### config.mk
export PLATFORM = sky130hd
export DESIGN_NAME = ring_counter_supervisor
export DESIGN_NICKNAME = d
export VERILOG_FILES = /design/src/rtl/ring_pkg.sv /design/src/rtl/ring_decode.sv /design/src/rtl/ring_counter_supervisor.sv
export SDC_FILE = /design/constraint.sdc
export NUM_CORES = 1
export LEC_CHECK = 0
export ABC_CLOCK_PERIOD_IN_PS = 4900
export CAP_MARGIN = 25
export CORE_ASPECT_RATIO = 0.6
export CORE_MARGIN = 3
export CORE_UTILIZATION = 57
export CTS_CLUSTER_DIAMETER = 100
export DETAILED_ROUTE_END_ITERATION = 16
export PLACE_DENSITY = 0.95
export SYNTH_ARGS = -nofsm -noshare
export SYNTH_HDL_FRONTEND = slang
export SYNTH_SLANG_ARGS = --single-unit
### constraint.sdc
create_clock -name clk -period 4.9 [get_ports clk]
set_input_delay 1.225 -clock clk [delete_from_list [all_inputs] [get_ports clk]]
set_output_delay 1.225 -clock clk [all_outputs]
set_load 0.1 [all_outputs]
### src/rtl/ring_pkg.sv
// Shared types and helpers for the ring counter supervisor and its decoder.
package ring_pkg;
  localparam int ERR_W = 8;
  localparam int MAX_N = 64;

  typedef enum logic [1:0] {IDLE, SETTLE, TRACK, FAULT} state_t;

  typedef struct packed {
    logic       legal;
    logic [5:0] idx;
  } dec_t;

  // Legal means exactly one of the low n bits is set; idx is that bit's position.
  function automatic dec_t onehot_to_idx(input logic [MAX_N-1:0] vec, input int n);
    dec_t r;
    int   ones;
    r    = '0;
    ones = 0;
    for (int i = 0; i < MAX_N; i++) begin
      if (i < n && vec[i]) begin
        ones++;
        r.idx = i[5:0];
      end
    end
    r.legal = (ones == 1);
    return r;
  endfunction
endpackage

### src/rtl/ring_decode.sv
// Combinational one-hot validator/encoder for a [0:N-1] ring vector.
module ring_decode
  import ring_pkg::*;
#(
  parameter  int N  = 4,
  localparam int IW = $clog2(N)
) (
  input  logic [0:N-1]  ring,
  output logic          legal,
  output logic [IW-1:0] idx
);
  logic [MAX_N-1:0] vec;
  dec_t             dec;

  always_comb begin
    vec = '0;
    for (int i = 0; i < N; i++) vec[i] = ring[i];
    dec = onehot_to_idx(vec, N);
  end

  assign legal = dec.legal;
  assign idx   = IW'(dec.idx);
endmodule

### src/rtl/ring_counter_supervisor.sv
// Tracks a one-hot ring counter, counts rotations, and restarts the ring via
// start_req on illegal or skipped states; goes sticky-FAULT after ERR_LIMIT errors.
module ring_counter_supervisor
  import ring_pkg::*;
#(
  parameter  int N         = 4,
  parameter  int CNT_W     = 8,
  parameter  int ERR_LIMIT = 3,
  localparam int IW        = $clog2(N)
) (
  input  logic             clk,
  input  logic             rst_n,
  input  logic [0:N-1]     ring_in,
  input  logic             clear_fault,
  output logic             start_req,
  output logic [IW-1:0]    index,
  output logic             index_valid,
  output logic             wrap_pulse,
  output logic [CNT_W-1:0] rot_count,
  output logic             err_pulse,
  output logic [ERR_W-1:0] err_count,
  output logic             fault
);
  state_t           state_q, state_d;
  logic             start_q, start_d;
  logic [IW-1:0]    index_q, index_d, exp_q, exp_d;
  logic             valid_q, valid_d, wrap_q, wrap_d;
  logic [CNT_W-1:0] rot_q, rot_d;
  logic             errp_q, errp_d, fault_q, fault_d;
  logic [ERR_W-1:0] errc_q, errc_d, err_inc;
  logic             err_event, dec_legal;
  logic [IW-1:0]    dec_idx;

  ring_decode #(.N(N)) u_dec (.ring(ring_in), .legal(dec_legal), .idx(dec_idx));

  // An error in the same cycle as clear_fault counts from zero.
  assign err_inc = clear_fault      ? ERR_W'(1) :
                   (errc_q == '1)   ? errc_q    : errc_q + 1'b1;

  always_comb begin
    state_d   = state_q;
    start_d   = start_q;
    index_d   = index_q;
    exp_d     = exp_q;
    valid_d   = valid_q;
    wrap_d    = 1'b0;
    rot_d     = rot_q;
    errp_d    = 1'b0;
    errc_d    = clear_fault ? '0 : errc_q;
    err_event = 1'b0;
    case (state_q)
      IDLE: begin
        state_d = SETTLE;
        start_d = 1'b1;
      end
      SETTLE: begin
        start_d = 1'b1;
        if (dec_legal && dec_idx == '0) begin
          state_d = TRACK;
          start_d = 1'b0;
          index_d = '0;
          valid_d = 1'b1;
          exp_d   = IW'(1);
        end else begin
          err_event = 1'b1;
        end
      end
      TRACK: begin
        start_d = 1'b0;
        if (dec_legal && dec_idx == exp_q) begin
          index_d = exp_q;
          exp_d   = (exp_q == IW'(N-1)) ? '0 : exp_q + 1'b1;
          if (exp_q == IW'(N-1)) begin
            wrap_d = 1'b1;
            rot_d  = rot_q + 1'b1;
          end
        end else begin
          err_event = 1'b1;
          valid_d   = 1'b0;
          state_d   = SETTLE;
          start_d   = 1'b1;
        end
      end
      FAULT: begin
        start_d = 1'b0;
        valid_d = 1'b0;
        if (clear_fault) state_d = IDLE;
      end
      default: state_d = IDLE;
    endcase
    if (err_event) begin
      errp_d = 1'b1;
      errc_d = err_inc;
      if (err_inc >= ERR_W'(ERR_LIMIT)) begin
        state_d = FAULT;
        start_d = 1'b0;
        valid_d = 1'b0;
      end
    end
    fault_d = (state_d == FAULT);
  end

  always_ff @(posedge clk or negedge rst_n) begin
    if (!rst_n) begin
      state_q <= IDLE;
      start_q <= 1'b0;
      index_q <= '0;
      exp_q   <= '0;
      valid_q <= 1'b0;
      wrap_q  <= 1'b0;
      rot_q   <= '0;
      errp_q  <= 1'b0;
      errc_q  <= '0;
      fault_q <= 1'b0;
    end else begin
      state_q <= state_d;
      start_q <= start_d;
      index_q <= index_d;
      exp_q   <= exp_d;
      valid_q <= valid_d;
      wrap_q  <= wrap_d;
      rot_q   <= rot_d;
      errp_q  <= errp_d;
      errc_q  <= errc_d;
      fault_q <= fault_d;
    end
  end

  assign start_req   = start_q;
  assign index       = index_q;
  assign index_valid = valid_q;
  assign wrap_pulse  = wrap_q;
  assign rot_count   = rot_q;
  assign err_pulse   = errp_q;
  assign err_count   = errc_q;
  assign fault       = fault_q;
endmodule
# ---- Word level (Yosys, flattened, before mapping)
# Cells that the tools add are included.
dict set report word_totals {
  regBits 27
  latch_bits 0
  ramBits 0
  mem_bits_ro 0
  inputBits 7
  output_inout_bits 23
  word_cells 74
  memories 0
}
dict set report op_classes {
  add_sub_neg 6
  n_mul 0
  div_mod_pow 0
  magnitude_cmp 1
  eq_ne 10
  n_shift 0
  muxes 39
  bitwise_logic 0
  reduce_logical 8
}
# cell n
set ops {}
lappend ops {{$add A32 B2 Y32 const B} 3}
lappend ops {{$mux W32} 3}
lappend ops {{$eq A32 B2 Y1 const B} 1}
lappend ops {{$mux W8} 4}
lappend ops {{$mux W2} 12}
lappend ops {{$add A8 B1 Y8 const B} 2}
lappend ops {{$mux W1} 14}
lappend ops {{$eq A2 B2 Y1 const B} 4}
lappend ops {{$eq A8 B8 Y1 const B} 1}
lappend ops {{$ge A8 B2 Y1 const B} 1}
lappend ops {{$pmux W2 S2} 2}
lappend ops {{$pmux W2 S4} 1}
lappend ops {{$reduce_and A3 Y1} 2}
lappend ops {{$logic_not A2 Y1} 2}
lappend ops {{$ne A2 B2 Y1 const B} 2}
lappend ops {{$pmux W1 S4} 1}
lappend ops {{$reduce_bool A2 Y1} 2}
lappend ops {{$pmux W1 S3} 1}
lappend ops {{$add A2 B1 Y2 const B} 1}
lappend ops {{$eq A2 B1 Y1 const B} 1}
lappend ops {{$eq A2 B2 Y1} 1}
lappend ops {{$logic_and A1 B1 Y1} 2}
lappend ops {{$pmux W1 S2} 1}

# ---- Longest topological paths before layout
# Gate-level depths: netlist of run 1.
dict set report depth {
  word_depth 14
  depth_mapped 11
}

# ---- Hierarchy
# Synthesis of run 1 repeated with hierarchy kept, for this count alone.
dict set report hier_totals {
  cells_unflattened 169
  hier_area_um2 1622.8
}
# module instances cells_per_inst area_each_um2 seq_area_each_um2
set modules_own_cells {}
lappend modules_own_cells {ring_counter_supervisor 1 154 1505.2 675.6}
lappend modules_own_cells {ring_decode 1 15 117.6 0.0}

# ---- Worst setup path before layout of run 1
# Ideal clock, no wire load.
dict set report synth_path {
  kind {input-to-reg}
  startpoint {input ring_in[1] in the netlist's numbering}
  endpoint {register rot_q[4], in the netlist rot_count[4]}
  arrival_time_ns 3.342
  setup_slack_ns 1.399
  stages 9
  path_buffers 0
  cell_sequence {inv_1 ha_1 xor2_1 ha_1 o41ai_1 o21ai_0 nor3_4 nand4_1 xnor2_1}
}
dict set report synth_between {
  elab_chain_cells 8
  elab_cells_between_ends 12
  classes_between {add/sub: 2; eq/ne: 2; mux: 6; reduce/logical: 2}
}
# item line
set synth_rtl {}
lappend synth_rtl {{start, declared} ring_counter_supervisor.sv:13} ;# input logic [0:N-1] ring_in,
lappend synth_rtl {{$mux W32} ring_pkg.sv:20} ;# if (i < n && vec[i]) begin
lappend synth_rtl {{$add A32 B2 Y32} ring_pkg.sv:21} ;# ones++;
lappend synth_rtl {{$mux W32} ring_pkg.sv:20}
lappend synth_rtl {{$add A32 B2 Y32} ring_pkg.sv:21}
lappend synth_rtl {{$mux W32} ring_pkg.sv:20}
lappend synth_rtl {{$eq A32 B2 Y1} ring_pkg.sv:25} ;# r.legal = (ones == 1);
lappend synth_rtl {{$logic_and A1 B1 Y1 (*)} ring_counter_supervisor.sv:70} ;# if (dec_legal && dec_idx == exp_q) begin
lappend synth_rtl {{$reduce_and A3 Y1 (no source line) (*)} -}
lappend synth_rtl {{end signal, assigned} ring_counter_supervisor.sv:122} ;# rot_q <= rot_d;
lappend synth_rtl {{end, declared} ring_counter_supervisor.sv:28} ;# logic [CNT_W-1:0] rot_q, rot_d;
# Every way passes the cells marked *; elsewhere a longest branch is shown, timed or not.
# A chain may end at the register's enable or synchronous reset.

# ---- Worst setup path in the final report of run 1
dict set report layout_path {
  startpoint {input ring_in[1] in the netlist's numbering}
  endpoint {register rot_q[1], in the netlist rot_count[1]}
}
# Same word-level chain as after synthesis.

==> results of run 1 <==
synthesized netlist by cell type (5+ instances only):
cell type	instances	area (um^2)
o21ai_0	12	60.1
nor2_1	14	52.6
inv_1	8	30.0
nand2_1	15	56.3
xnor2_1	6	52.6
ha_1	10	125
nand3_1	7	35.0
nor2b_1	5	31.3
dfrtp_1	27	676
a21oi_1	8	40.0
sequential cells by signal, indices dropped and copies added (netlist names):
| signal | count |
|---|---|
| err_count | 8 |
| err_pulse | 1 |
| exp_q | 2 |
| fault | 1 |
| index | 2 |
| index_valid | 1 |
| rot_count | 8 |
| start_req | 1 |
| state_q | 2 |
| wrap_pulse | 1 |
per-layer routing:
metal	GRT usage	wire length (um)	up-vias
met4	0.0414	69	0
met3	0.0500	382	14
met1	0.297	1690	713
met5	0	0	-
li1	-	-	710
met2	0.395	1900	101
per-stage QoR:
| stage | setup slack [ns] | std cells |
|---|---|---|
| final | 0.777 | 250 |
| after global routing | 0.546 | 250 |
| after CTS | 0.789 | 250 |
| after detailed placement | 0.495 | 246 |
| after global placement | 0.661 | 246 |
| after floorplan | 1.40 | 181 |
final timing paths:
kind / startpoint / end / cells past startpoint
min reg2reg: rot_count[7]$_DFFE_PN0P_ / rot_count[7]$_DFFE_PN0P_ / 1
max in group asynchronous: rst_n / err_count[3]$_DFFE_PN0P_ / 2
min in group asynchronous: rst_n / wrap_pulse$_DFF_PN0_ / 2
max reg2reg: state_q[1]$_DFF_PN0_ / err_count[5]$_DFFE_PN0P_ / 7
min: rot_count[7]$_DFFE_PN0P_ / rot_count[7]$_DFFE_PN0P_ / 1
max: ring_in[1] / rot_count[1]$_DFFE_PN0P_ / 9
critical path, stage by stage:
cell and delay (ns):
clkdlybuf4s50_1 0.59, inv_1 0.08, ha_1 0.39, xor2_1 0.18
ha_1 0.32, o41ai_1 0.54, o21ai_0 0.26, nor3_4 0.34
mux2_1 0.37
where the power goes:
part           leakage, nW  total (mW)  internal (mW)  switching [mW]
combinational        0.499       0.537          0.166           0.371
clock               0.0217       0.128         0.0578          0.0699
sequential           0.362       0.297          0.260          0.0363
total                0.883       0.961          0.484           0.477
cells by family (layout without fill, tap and decap cells):
| logic type | count (synthesis) | count (layout) | synth area share |
|---|---|---|---|
| AOI/OAI and AO/OA | 39 | 39 | 0.164 |
| DFF | 27 | 27 | 0.389 |
| xor gates and xnor gates | 8 | 8 | 0.0403 |
| adders and majority gates | 10 | 10 | 0.0720 |
| buffers and inverters | 14 | 43 | 0.0367 |
| and+or+nand+nor | 73 | 73 | 0.236 |
| muxes | 10 | 10 | 0.0620 |
cell type report:
class | count | area, um^2
Sequential cell | 27 | 676
Clock inverter | 1 | 7.51
Fill cell | 181 | 591
Tap cell | 40 | 50.0
Clock buffer | 3 | 41.3
Inverter | 8 | 30.0
Timing Repair Buffer | 31 | 305
Multi-Input combinational cell | 140 | 997
==> qor.yml, run 1 <==
ys_warn_count: 0
grt_pass1_vias: 1461
cp-start-kind: "input port"
slew_violations: 0
start_util: 0.644
hold_viol: 0
drtPass1Iterations: 5
cts_hold_buf: 0
crit_required_ns: 5.06
die_x_um: 77.3
netlist_instances: 181
finish.instance_area_um2: 2110
ant_nets: 0
grt_pass1_wl_um: 6990
rows: 14
clock.fmax_mhz: 243
grt_max_degree: 28
postSynth.topFlopCell: "dfrtp_1"
clk_pin_slew_ns: 0.09
critPathCaptureType: "register"
cts_tree: "yes"
min_period_ns: 4.12
io_buffer_count: 29
ir_drop_mv: 0.288
final_cell_mix: "29 x clkdlybuf4s50_1, 27 x dfrtp_1, 15 x nand2_1"
synth_area_um2: 1740
finClkSkew_ns: 0.00150
root_buffer: "clkbuf_8"
async_flop_share: 1.00
ctsResizeCount: 0
total_power_mw: 0.961
numCtsBuffers: 3
synth_cell_types: 50
h-tree-depth: 1
placed_area_um2: 2060
hp-class: "register to register"
max-slew-margin-rel: 0.346
wl_um: 4040
final_common_cell: "clkdlybuf4s50_1"
setup_viol: 0
fin_setup_tns_ns: 0
clk_path_buf_depth: 2
synth_edf_count: 0
synthToLayoutAreaGrowth_pct: 21.3
num_vias: 1538
drv_cap: 0
leakage_nw: 0.883
drtIter0Drc: 99
post-route-period-util: 0.841
path_max_fanout: 9
diodes: 0
criticalPathCategory: "input port to register"
dp_hpwl_um: 3020
rsz0062_at_grt: "no"
drc_errors: 0
die_h_um: 48.8
fin_util: 0.781
io_pins: 30
worst_pin_slew_ns: 0.978
die-area_um2: 3770
p_per_area_nw_per_um2: 456
fin_nets: 228
wl_per_cell_um: 16.2
cts_setup_buffers: 0
critPathArrivalTime_ns: 4.28
cts.sinks: 27
place_congestion: 0.893
grt-ovfl-total: 0
avgSynthCellArea_um2: 9.59
status: "finished, final reports clean"
clk_latency_ns: 0.27
holdWs_ns: 0.481
synth_nets: 198
antenna_found_initial: 0
viasPerCell: 6.15
grt.total_usage: 0.228
ys_ff_latch: 27
core_region_area_um2: 2700
final_layout_size_suffix_gt1_frac: 0.0857
ys_seq_area_frac: 0.389
rrSetupSlack_ns: 2.46
No activity file was read; power rests on OpenSTA's default activity.
==> run 2, diff against run 1 <==
--- a/config.mk
+++ b/config.mk
@@ -5,14 +5,14 @@
 export SDC_FILE = /design/constraint.sdc
 export NUM_CORES = 1
 export LEC_CHECK = 0
-export ABC_CLOCK_PERIOD_IN_PS = 4900
+export ABC_CLOCK_PERIOD_IN_PS = 3700
 export CAP_MARGIN = 25
 export CORE_ASPECT_RATIO = 0.6
 export CORE_MARGIN = 3
-export CORE_UTILIZATION = 57
+export CORE_UTILIZATION = 47
 export CTS_CLUSTER_DIAMETER = 100
 export DETAILED_ROUTE_END_ITERATION = 16
-export PLACE_DENSITY = 0.95
+export PLACE_DENSITY = 0.85
 export SYNTH_ARGS = -nofsm -noshare
 export SYNTH_HDL_FRONTEND = slang
 export SYNTH_SLANG_ARGS = --single-unit
==> constraint.sdc (replaced) <==
create_clock -name clk -period 3.7 [get_ports clk]
set_input_delay 0.925 -clock clk [delete_from_list [all_inputs] [get_ports clk]]
set_output_delay 0.925 -clock clk [all_outputs]
set_load 0.1 [all_outputs]
==> run 2 against run 1 <==
  * Highest routed layer unchanged
  * Clock skew about the same
  * Total power increased by 35%
  * Clock-buffer cell count unchanged
  * Final cell count increased by 6.4%
  * Utilization decreased by 14 points
  * Worst hold slack got worse by 0.0070 ns
  * Sequential cell count unchanged
  * Critical endpoint unchanged
  * Clock power increased by 35%
  * Die area increased by 19%
  * Design area increased by 3.1%
  * Non-clock buffer count increased by 11
  * First-iteration DRC count decreased by 16%
==> qor.yml, run 2 (synthesis gave the netlist of run 1 again) <==
top_layer_used: "met4"
cts_tree: "yes"
clock.fmax_mhz: 292
critPathArrivalTime_ns: 3.59  # -0.69 ns
viasPerCell: 5.55  # -9.8%
met3_length_um: 190  # -50%
fin_nets: 239  # +4.8%
grt_pass1_vias: 1391  # -4.8%
hp-class: "register to register"
slew_violations: 0  # unchanged
clk_latency_ns: 0.27  # about the same
fin_util: 0.639  # -0.142
clk_pin_slew_ns: 0.10  # about the same
ant_nets: 0  # unchanged
min_period_ns: 3.42
root_buffer: "clkbuf_8"
antenna_found_initial: 0  # unchanged
die_x_um: 84.5  # +9.3%
wl_met1_um: 1890  # +11%
place_congestion: 0.823  # -7.8%
cts_setup_buffers: 0  # unchanged
numCtsBuffers: 3  # unchanged
die_h_um: 53.1  # +8.9%
wl_um: 3650  # -9.7%
clk_path_buf_depth: 2  # unchanged
ir_drop_mv: 0.343  # +19%
h-tree-depth: 1  # unchanged
drtPass1Iterations: 4  # -1
dp_hpwl_um: 2860  # -5.5%
cts.sinks: 27  # unchanged
post-route-period-util: 0.924
critPathCaptureType: "register"
final_cell_mix: "27 x dfrtp_1, 22 x buf_4, 20 x clkdlybuf4s50_1"
grt_max_degree: 28  # unchanged
ctsResizeCount: 0  # unchanged
worst_pin_slew_ns: 0.968  # -0.00962 ns
leakage_nw: 0.955  # +8.2%
hold_viol: 0  # unchanged
num_vias: 1476  # -4.0%
drtIter0Drc: 83  # -16%
crit_required_ns: 3.87  # -1.19 ns
grt-ovfl-total: 0  # unchanged
dr_wl_met2_um: 1550  # -18%
io_buffer_count: 29  # unchanged
total_power_mw: 1.30  # +35%
p_per_area_nw_per_um2: 596  # +31%
cp-start-kind: "input port"
die-area_um2: 4480  # +19%
setup_viol: 0  # unchanged
diodes: 0  # unchanged
status: "finished, final reports clean"
start_util: 0.510  # -0.133
path_max_fanout: 9  # unchanged
final_common_cell: "dfrtp_1"
drv_cap: 0  # unchanged
criticalPathCategory: "input port to register"
wl_per_cell_um: 13.7  # -15%
final_layout_size_suffix_gt1_frac: 0.172  # +0.0862
core_region_area_um2: 3400  # +26%
finClkSkew_ns: 0.00159  # +0.0000973 ns
io_pins: 30  # unchanged
synthToLayoutAreaGrowth_pct: 25.1
rsz0062_at_grt: "no"
cts_hold_buf: 0  # unchanged
max-slew-margin-rel: 0.353  # +0.00644
grt.total_usage: 0.180  # -0.0482
drc_errors: 0  # unchanged
grt_pass1_wl_um: 6420  # -8.2%
rows: 16  # +2
-- run 2: cell count changes in the layout (fill, tap and decap cells not counted), sizes merged --
cell | before | now
buf | 2 | 22
clkdlybuf4s50 | 29 | 20
-- run 2: layer usage --
layer / GRT usage / vias up
li1: - / 735
met1: 0.253 / 698
met2: 0.283 / 39
met3: 0.0513 / 4
met4: 0.0263 / 0
met5: 0 / -
-- run 2: power by group --
group | switching [mW] | leakage [nW] | internal [mW]
logic | 0.479 | 0.572 | 0.255
clock network | 0.0966 | 0.0217 | 0.0765
registers | 0.0447 | 0.362 | 0.345
total | 0.620 | 0.955 | 0.676
-- run 2: cell type report --
type	count	area (um^2)
clock buffer	3	41.3
clock inverter	1	7.51
fill	316	1230
inverter	8	30.0
multi-input combinational	140	997
sequential	27	676
tap	45	56.3
timing repair buffer	42	365
-- run 2: path summary, 6_finish.rpt --
check	start	end	slack, ns	cells after the start
max in group asynchronous	rst_n	exp_q[0]$_DFFE_PN0P_	2.43	2
min reg2reg	rot_count[7]$_DFFE_PN0P_	rot_count[7]$_DFFE_PN0P_	0.47	1
min in group asynchronous	rst_n	start_req$_DFF_PN0_	1.02	2
max reg2reg	err_count[3]$_DFFE_PN0P_	fault$_DFF_PN0_	1.42	6
max	ring_in[1]	rot_count[1]$_DFFE_PN0P_	0.28	10
min	rot_count[7]$_DFFE_PN0P_	rot_count[7]$_DFFE_PN0P_	0.47	1
-- run 2: critical path, cell delays in order --
cell	delay [ns]
clkdlybuf4s50_1	0.47
inv_1	0.05
ha_1	0.31
xor2_1	0.16
ha_1	0.31
o41ai_1	0.33
buf_4	0.17
o21ai_0	0.15
nor3_4	0.35
mux2_1	0.36
-- run 2: stage by stage --
step,hold WS (ns),setup TNS (ns),instance area (um^2),setup WS [ns],std cells
3_5_place_dp,0.469,-0.0319,2120,-0.0319,262
4_1_cts,0.482,0,2170,0.266,266
2_1_floorplan,0.548,0,1740,0.499,181
6_report,0.474,0,2170,0.279,266
3_3_place_gp,0.466,0,2120,0.0295,262
5_1_grt,0.520,0,2170,0.128,266
==> run 3, diff against run 2 <==
--- a/config.mk
+++ b/config.mk
@@ -13,6 +13,7 @@
 export CTS_CLUSTER_DIAMETER = 100
 export DETAILED_ROUTE_END_ITERATION = 16
 export PLACE_DENSITY = 0.85
+export SLEW_MARGIN = 10
 export SYNTH_ARGS = -nofsm -noshare
 export SYNTH_HDL_FRONTEND = slang
 export SYNTH_SLANG_ARGS = --single-unit
==> results of run 3 <==
The final DEF is identical to that of run 2; final timing and power are the same.
